**config.mk**
```make
export PLATFORM = sky130hd
export DESIGN_NAME = alu_issue_queue
export DESIGN_NICKNAME = d
export VERILOG_FILES = /design/src/rtl/alu_issue_queue.sv
export SDC_FILE = /design/constraint.sdc
export NUM_CORES = 1
export LEC_CHECK = 0
export CAP_MARGIN = 20
export CORE_MARGIN = 4
export CORE_UTILIZATION = 50
export CTS_BUF_LIST = sky130_fd_sc_hd__clkbuf_16
export DETAILED_ROUTE_END_ITERATION = 12
export GPL_TIMING_DRIVEN = 0
export PLACE_DENSITY_LB_ADDON = 0.05
export SYNTH_ARGS = -nofsm -noshare
export SYNTH_HDL_FRONTEND = slang
export SYNTH_SLANG_ARGS = --single-unit
```
**constraint.sdc**
```tcl
create_clock -name clk -period 9.38 [get_ports clk]
set_input_delay 2.345 -clock clk [delete_from_list [all_inputs] [get_ports clk]]
set_output_delay 2.345 -clock clk [all_outputs]
set_load 0.02 [all_outputs]
```
**src/rtl/alu_issue_queue.sv**
```systemverilog
// alu_issue_queue: two-entry issue buffer feeding the ALU, with writeback bypass at
// capture and writeback snooping of buffered source operands.
//   clk, rst                       : clock, synchronous active-high reset
//   i_flush                        : drop every buffered entry
//   i_in_* / o_in_ready            : decode-side handshake and operation fields
//   i_wb_en, i_wb_rd, i_wb_data    : writeback port used for bypass and snoop
//   o_out_* / i_out_ready          : execute-side handshake and head operands
module alu_issue_queue #(
    parameter int DEPTH = 2,
    parameter int XLEN  = 32
) (
    input  logic            clk,
    input  logic            rst,
    input  logic            i_flush,
    input  logic            i_in_valid,
    output logic            o_in_ready,
    input  logic [XLEN-1:0] i_in_rs1_val,
    input  logic [XLEN-1:0] i_in_rs2_val,
    input  logic [XLEN-1:0] i_in_imm,
    input  logic            i_in_use_imm,
    input  logic [4:0]      i_in_rs1_addr,
    input  logic [4:0]      i_in_rs2_addr,
    input  logic [4:0]      i_in_alu_op,
    input  logic [4:0]      i_in_rd,
    input  logic            i_wb_en,
    input  logic [4:0]      i_wb_rd,
    input  logic [XLEN-1:0] i_wb_data,
    output logic            o_out_valid,
    input  logic            i_out_ready,
    output logic [XLEN-1:0] o_out_a,
    output logic [XLEN-1:0] o_out_b,
    output logic [4:0]      o_out_alu_op,
    output logic [4:0]      o_out_rd
);
    logic [XLEN-1:0] r_a    [DEPTH];
    logic [XLEN-1:0] r_b    [DEPTH];
    logic [4:0]      r_rs1  [DEPTH];
    logic [4:0]      r_rs2  [DEPTH];
    logic            r_breg [DEPTH];
    logic [4:0]      r_op   [DEPTH];
    logic [4:0]      r_rd   [DEPTH];
    logic            r_rp, r_wp;
    logic [1:0]      r_cnt;
    logic            w_push, w_pop, w_hit;
    logic [XLEN-1:0] w_a_in, w_b_in;
    logic [DEPTH-1:0] w_keep;

    assign o_in_ready  = r_cnt != 2'(DEPTH);
    assign o_out_valid = r_cnt != 2'd0;
    assign w_push = i_in_valid && o_in_ready && !i_flush;
    assign w_pop  = o_out_valid && i_out_ready && !i_flush;
    // x0 is hardwired zero, so a writeback to it never forwards
    assign w_hit  = i_wb_en && i_wb_rd != 5'd0;
    assign w_a_in = (w_hit && i_wb_rd == i_in_rs1_addr) ? i_wb_data : i_in_rs1_val;
    assign w_b_in = i_in_use_imm ? i_in_imm :
                    (w_hit && i_wb_rd == i_in_rs2_addr) ? i_wb_data : i_in_rs2_val;

    assign o_out_a      = o_out_valid ? r_a[r_rp]  : '0;
    assign o_out_b      = o_out_valid ? r_b[r_rp]  : '0;
    assign o_out_alu_op = o_out_valid ? r_op[r_rp] : '0;
    assign o_out_rd     = o_out_valid ? r_rd[r_rp] : '0;

    // An entry snoops only while it stays buffered; the head being popped leaves as-is
    always_comb begin
        w_keep = '0;
        for (int i = 0; i < DEPTH; i++)
            w_keep[i] = (r_cnt == 2'd2 || (r_cnt == 2'd1 && r_rp == i[0])) &&
                        !(w_pop && r_rp == i[0]);
    end

    always_ff @(posedge clk) begin
        if (rst) begin
            r_cnt <= '0;
            r_rp  <= 1'b0;
            r_wp  <= 1'b0;
            for (int i = 0; i < DEPTH; i++) begin
                r_a[i]    <= '0;
                r_b[i]    <= '0;
                r_rs1[i]  <= '0;
                r_rs2[i]  <= '0;
                r_breg[i] <= 1'b0;
                r_op[i]   <= '0;
                r_rd[i]   <= '0;
            end
        end else begin
            for (int i = 0; i < DEPTH; i++) begin
                if (w_keep[i] && w_hit && r_rs1[i] == i_wb_rd) r_a[i] <= i_wb_data;
                if (w_keep[i] && w_hit && r_breg[i] && r_rs2[i] == i_wb_rd) r_b[i] <= i_wb_data;
            end
            // The write slot is always empty when a push is allowed, so no snoop conflict
            if (w_push) begin
                r_a[r_wp]    <= w_a_in;
                r_b[r_wp]    <= w_b_in;
                r_rs1[r_wp]  <= i_in_rs1_addr;
                r_rs2[r_wp]  <= i_in_rs2_addr;
                r_breg[r_wp] <= !i_in_use_imm;
                r_op[r_wp]   <= i_in_alu_op;
                r_rd[r_wp]   <= i_in_rd;
            end
            if (i_flush) begin
                r_cnt <= '0;
                r_rp  <= 1'b0;
                r_wp  <= 1'b0;
            end else begin
                if (w_push) r_wp <= !r_wp;
                if (w_pop) r_rp <= !r_rp;
                r_cnt <= r_cnt + 2'(w_push) - 2'(w_pop);
            end
        end
    end
endmodule

```
======== Word level (Yosys, flattened, before mapping) ========
Memory sizes are Yosys's and may differ from the RTL's. A register that Yosys moved wholly into a read port is not among the register bits.
Cells that the tools add are included.
Widths: inputs -> output; s select.
cells by class
  add/sub/neg operators ................... 2
  equality and inequality tests ........... 9
  muxes and demuxes ....................... 51
  bitwise gates (word level) .............. 5
  reduce and logical (&&, ||, !) cells .... 37
operator list
  cell                count
  $mux 32             9
  $mux 1              36
  $eq 5x5->1          6
  $mux 5              6
  $logic_and 1x1->1   21
  $reduce_or 5->1     4
  $logic_not 1->1     6
  $reduce_bool 5->1   1
  $or 1x1->1          4
  $add 2x1->2         1
  $eq 2x1->1 const B  1
  $eq 2x2->1 const B  1
  $logic_or 1x1->1    2
  $ne 2x2->1 const B  1
  $reduce_bool 2->1   1
  $reduce_or 2->1     1
  $sub 2x1->2         1
  $not 1->1           1
  $reduce_or 1->1     1
storage, ports and cells
  register bits after elaboration ......... 4
  memory bits (writable) .................. 170
  input bits .............................. 160
  output and inout bits ................... 76
  logic and storage cells ................. 114
  memories kept ........................... 7
memories
  name             depth  bits a word  rd ports  clocked after Yosys merged registers in  wr ports  RTL line  source
  r_a              2      32           1         1                                        3         35        logic [XLEN-1:0] r_a [DEPTH];
  r_b              2      32           1         1                                        3         36        logic [XLEN-1:0] r_b [DEPTH];
  r_op             2      5            1         1                                        2         40        logic [4:0] r_op [DEPTH];
  r_rd             2      5            1         1                                        2         41        logic [4:0] r_rd [DEPTH];
  r_rs1            2      5            2         0                                        2         37        logic [4:0] r_rs1 [DEPTH];
  r_rs2            2      5            2         0                                        2         38        logic [4:0] r_rs2 [DEPTH];
  1 more memories  n/a    n/a          n/a       n/a                                      n/a       n/a

======== Logic depth before layout (Yosys ltp) ========
  depth in word-level cells ............... 13
  gate-level depth with buffers ........... 11
  depth with buffers taken out ............ 10

======== Worst setup path before layout ========
Ideal clock, no wire load.
  path type ............................... input -> register
  start point ............................. input port i_wb_rd[2]
  end point ............................... memory r_a[1][0], enable pin
  setup time .............................. 0.561 ns
  arrival time ............................ 4.077 ns
  data required time ...................... 8.819 ns
  slack ................................... 4.742 ns
  cell stages on the path ................. 5
  path buffers ............................ 1
  path through ............................ buf_4 or4_4 o21a_1 nand4_1 nand3_1
RTL lines
  what         RTL line  source
  from (decl)  26        input logic [4:0] i_wb_rd,
  to (decl)    35

==> impl_results.md <==
* Reg area at about 0.0052 mm2
* Ports at between 200 and 250
* Initial Utilization at 0.513
* Syn nets at 1118
* CP Cell Sequence: clkbuf_1 -> clkbuf_1 -> mux2i_1 -> nor2_1 -> clkdlybuf4s50_1
* CP Max Fanout at 10
* Most used flip-flop cell after synthesis: edfxtp_1
* Placer Congestion at around 0.86
* DRC violations left at 0
* Clk buf depth at 2
* Fillers at 1579
* Register bit total from synthesis at 175
* CP startpoint kind: flop
* Area of the core at 0.0196 mm2
* Crit. End Element: primary output
* Worst VDD drop at roughly 120 uV
* Tot GR Track Use at 0.275
* Critical path class: flop to primary output
* Synthesized area at 0.0101 mm2
* Max-cap viol count at 0
* CTS tree: done
* Synth Warn # at 0
* GR Overflow Total at 0
* Critical Path Most Common Cell: clkbuf_1
* Hold Vio Cnt, Final at 0
* Outcome: finished, final reports clean
* FF-to-FF Start: r_cnt[0]
* Yosys cell types at 37
* Synth async-reset ratio at 0
* Starting DRT DRC Count at 746
* Total number of vias at between 8000 and 9000
* Most frequent cells in the layout: clkdlybuf4s50_1, edfxtp_1, mux2i_1
* Post-route ant nets at 0
* WL final at 31.2 mm
* Post-layout util at 0.678
* Leakage at 4.64 nW
* Fin crit share at 0.580
* Number of synthesized flops with an enable pin at between 150 and 200
* Commonest non-fill, non-tap cell in the layout: clkdlybuf4s50_1
* Cell family with most CP delay: buffers and inverters
* Seq/Total Area, Yosys at 0.518
* Hpwl dp at 22.0 mm
* Worst hold slack at between 500 and 600 ps
* Cell row count at 51
* Hold_sp: r_cnt[1]
* Total die area at between 0.02 and 0.025 mm2
* Unrepaired setup endpoints after global routing: no
* Clk slew on worst S/H paths at roughly 70 ps
* Slew Limit Fails at 0
* CTS root buf: clkbuf_16
* Clk_skew at 9.93 ps
* Max Freq at between 150 and 200 MHz
* Final setup violation count at 0
* Vias in the first global route at ~8400
* PD cells at 138 mW/mm2
* IO Port Bufs at between 200 and 250
* TNS Setup at 0 ps
* Hold Buf Count CTS at 0
* Die height at around 150 um
* Multi-input gate area at approximately 0.0041 mm2
* Total CTS buffers at 17
* Area grow syn2layout at 32.0%
* Sink Count at around 180
* Vias per inst at a little under 6
* First-pass GRT wire length at 46.9 mm
* Min Tclk post-route at around 5400 ps
* WL/cell at between 20 and 25 um
* Pin count of the biggest net entering global routing at 33
* Syn Area/Cell at approximately 11 um2
* Clk Latency, worst-skew pair at about 430 ps
* Slew at the pin closest to its max-slew limit at about 990 ps
* Required time worst endpoint at ~7000 ps
* CP Buf/Inv Count at 3
* Hold Path Class: flop to flop
* Post-cts resize count at 0
* Max incr delay on CP at between 700 and 800 ps
* Slowest CP cell: clkbuf_1
* Die X at 150 um
* H-Tree Depth at 4
* Share of layout cells above drive strength 1 at 0.0650
* Mapped Cells at 954
* Number of setup buffers added after CTS at 0
* Nets at 1367
* Slew margin rel. at 0.339
* CP arrival at slightly above 3000 ps
* Initial antenna violation count at 2
* Initial DRT Pass Iterations at 5
final cells by class:
class / instances / area share
Inverter: 69 / 0.0195
Sequential cell: 175 / 0.392
Buffer: 82 / 0.0348
Clock inverter: 15 / 0.00764
Multi-Input combinational cell: 628 / 0.312
Antenna cell: 2 / 0.000377
Tap cell: 265 / 0.0250
Clock buffer: 17 / 0.0320
Timing Repair Buffer: 230 / 0.177
sequential cells by signal, summed over array words and instances (netlist names), named ones only:
signal  flops
r_cnt       2
r_wp        1
r_rd       10
r_rs2      10
r_op       10
r_b        64
r_a        64
r_rp        1
r_breg      2
r_rs1      10
per-stage QoR:
stage,worst slack (ps),cell area [um2],cells,power [mW]
after detailed placement,3760,12700,1448,1.20
after CTS,4010,13200,1480,1.83
after floorplan,4740,10100,954,1.06
final,3940,13300,1483,1.83
after global placement,3400,12700,1446,1.20
after global routing,3840,13300,1483,1.90
path summary, 6_finish.rpt:
path                               endpoint  slack, ps  cells past startpoint
worst max-delay path            o_out_b[26]       3940                      5
worst min-delay path               r_cnt[1]        590                      2
worst max register to register   r_a[0][22]       6410                      6
worst min register to register     r_cnt[1]        590                      2
where the power goes:
| part | switching, mW | internal, mW |
|---|---|---|
| logic | 0.151 | 0.126 |
| clock network | 0.307 | 0.337 |
| registers | 0.0118 | 0.901 |
cell usage after synthesis (3+ instances only):
| cell type | count | area, um2 |
|---|---|---|
| and2_1 | 42 | 263 |
| buf_1 | 7 | 26.3 |
| buf_2 | 9 | 45.0 |
| buf_4 | 6 | 45.0 |
| buf_6 | 16 | 180 |
| clkbuf_1 | 44 | 165 |
| dfxtp_1 | 5 | 100 |
| edfxtp_1 | 170 | 5100 |
| ha_1 | 4 | 50.1 |
| inv_1 | 68 | 255 |
| mux2i_1 | 138 | 1380 |
| nand2_1 | 70 | 263 |
| nand3_1 | 35 | 175 |
| nand4_1 | 4 | 25.0 |
| nor2_1 | 82 | 308 |
| nor3_1 | 7 | 35.0 |
| o21ai_0 | 64 | 320 |
| o22ai_1 | 125 | 782 |
| o22ai_2 | 3 | 37.5 |
| xnor2_1 | 10 | 87.6 |
| xor2_1 | 24 | 210 |
worst min-delay path: stages, from the launching register on:
cell	delay, ps
dfxtp_1	360
xnor2_1	160
nor3_1	40
cells by family (layout without fill, tap and decap cells):
kind of cell / after synthesis / count (layout) / share of synthesized area
simple gates: 255 / 255 / 0.121
fa+ha+maj: 4 / 4 / 0.00498
compound gates: 197 / 197 / 0.118
flops: 175 / 175 / 0.518
mux: 138 / 138 / 0.137
other cells: 0 / 2 / 0
buf+inv: 151 / 413 / 0.0717
xor+xnor: 34 / 34 / 0.0296
layer usage:
layer  routed length, um  part of all wire  global-route usage
met1               12200              0.39               0.362
met2               14900              0.48               0.452
met3                3420              0.11              0.0630
met4                 745             0.024              0.0887
met5                   0                 0                   0
No activity file was read; power rests on OpenSTA's default activity.
==> RTL change (same flow settings) <==
`DEPTH`: 2 -> 4.
--- a/src/rtl/alu_issue_queue.sv
+++ b/src/rtl/alu_issue_queue.sv
@@ -8,3 +8,3 @@
 module alu_issue_queue #(
-    parameter int DEPTH = 2,
+    parameter int DEPTH = 4,
     parameter int XLEN  = 32
Function: changed (Yosys sat finds a counterexample within 4 cycles, from zero or initial values).
==> RTL change against the original RTL <==
Setup slack improved by 4.7 ps. Sequential cell count unchanged. Power fell by 0.43%. Combinational power fell by 49%. Via count shrank 15%. First-iteration DRC count is 12% lower. Sequential power shrank 2%. Largest cell class unchanged. Cell area down 4.9%. Area after synthesis fell by 7.2%. Synthesized cell count down 18%. Wire length shrank 17%.
==> RTL change: results (changes against the original RTL) <==
metric;value;unit;change
status;finished, final reports clean;;
gp_congestion;0.844;;-1.6%
grtUsageMet2;42.4;%;-2.9 points
layout-drive-gt1-share;6.49;%;about the same
area_share_nonclk_buffers;21.1;%;-0.11 points
antenna_found_initial;1;;-1
synth_common_cells;edfxtp_1 (170), nor2_1 (86), mux2i_1 (74);;
ys_top_cells_by_area;edfxtp_1 (55%), mux2i_1 (7.9%), a22o_1 (6.2%);;
clkPwrFrac;43.3;%;+8.2 points
p_sw;370;µW;-21%
crit_path_max_incr_delay;650;ps;-70 ps
grt_usage;25.0;%;-2.4 points
ir_drop;0.134;mV;+7.6%
pre_cts_ws;3940;ps;+177 ps
vias;7331;;-15%
power_frac_comb;7.8;%;-7.3 points
grt_pass1_wl;39700;µm;-15%
clock_area_share;5.16;%;+1.2 points
routed_wl;26000;µm;-17%
wl_per_cell;20.4;µm;-3.1%
buffers_excl_clock;291;;-6.7%
slew_headroom;36.7;%;+2.7 points
drt_iter0_markers;655;;-12%
area_growth_syn_to_layout;35.3;%;
yosysSeqAreaShare;55.8;%;+4.0 points
RTL change: path summary, 6_finish.rpt:
| check | cells after the start | slack, ps | endpoint |
|---|---|---|---|
| worst max register to register | 6 | 6490 | r_a[0][20] |
| worst min-delay path | 2 | 640 | r_cnt[1] |
| worst min register to register | 2 | 640 | r_cnt[1] |
| worst max-delay path | 5 | 3950 | o_out_b[29] |
RTL change: cell families after synthesis:
logic type / count (synthesis) / synth area share [%]
AO/OA/AOI/OAI: 234 / 18.6
AND/OR/NAND/NOR: 197 / 10.3
flip-flops: 175 / 55.8
multiplexers: 74 / 7.94
buffers and inverters: 67 / 3.68
XOR/XNOR: 34 / 3.19
adder cells (fa/ha/maj): 4 / 0.537
RTL change: per-layer routing:
metal / vias to the layer above / share of wire [%]
met2: 306 / 50
li1: 3472 / -
met4: 2 / 1.9
met3: 40 / 7.8
met1: 3511 / 41
met5: - / 0.031
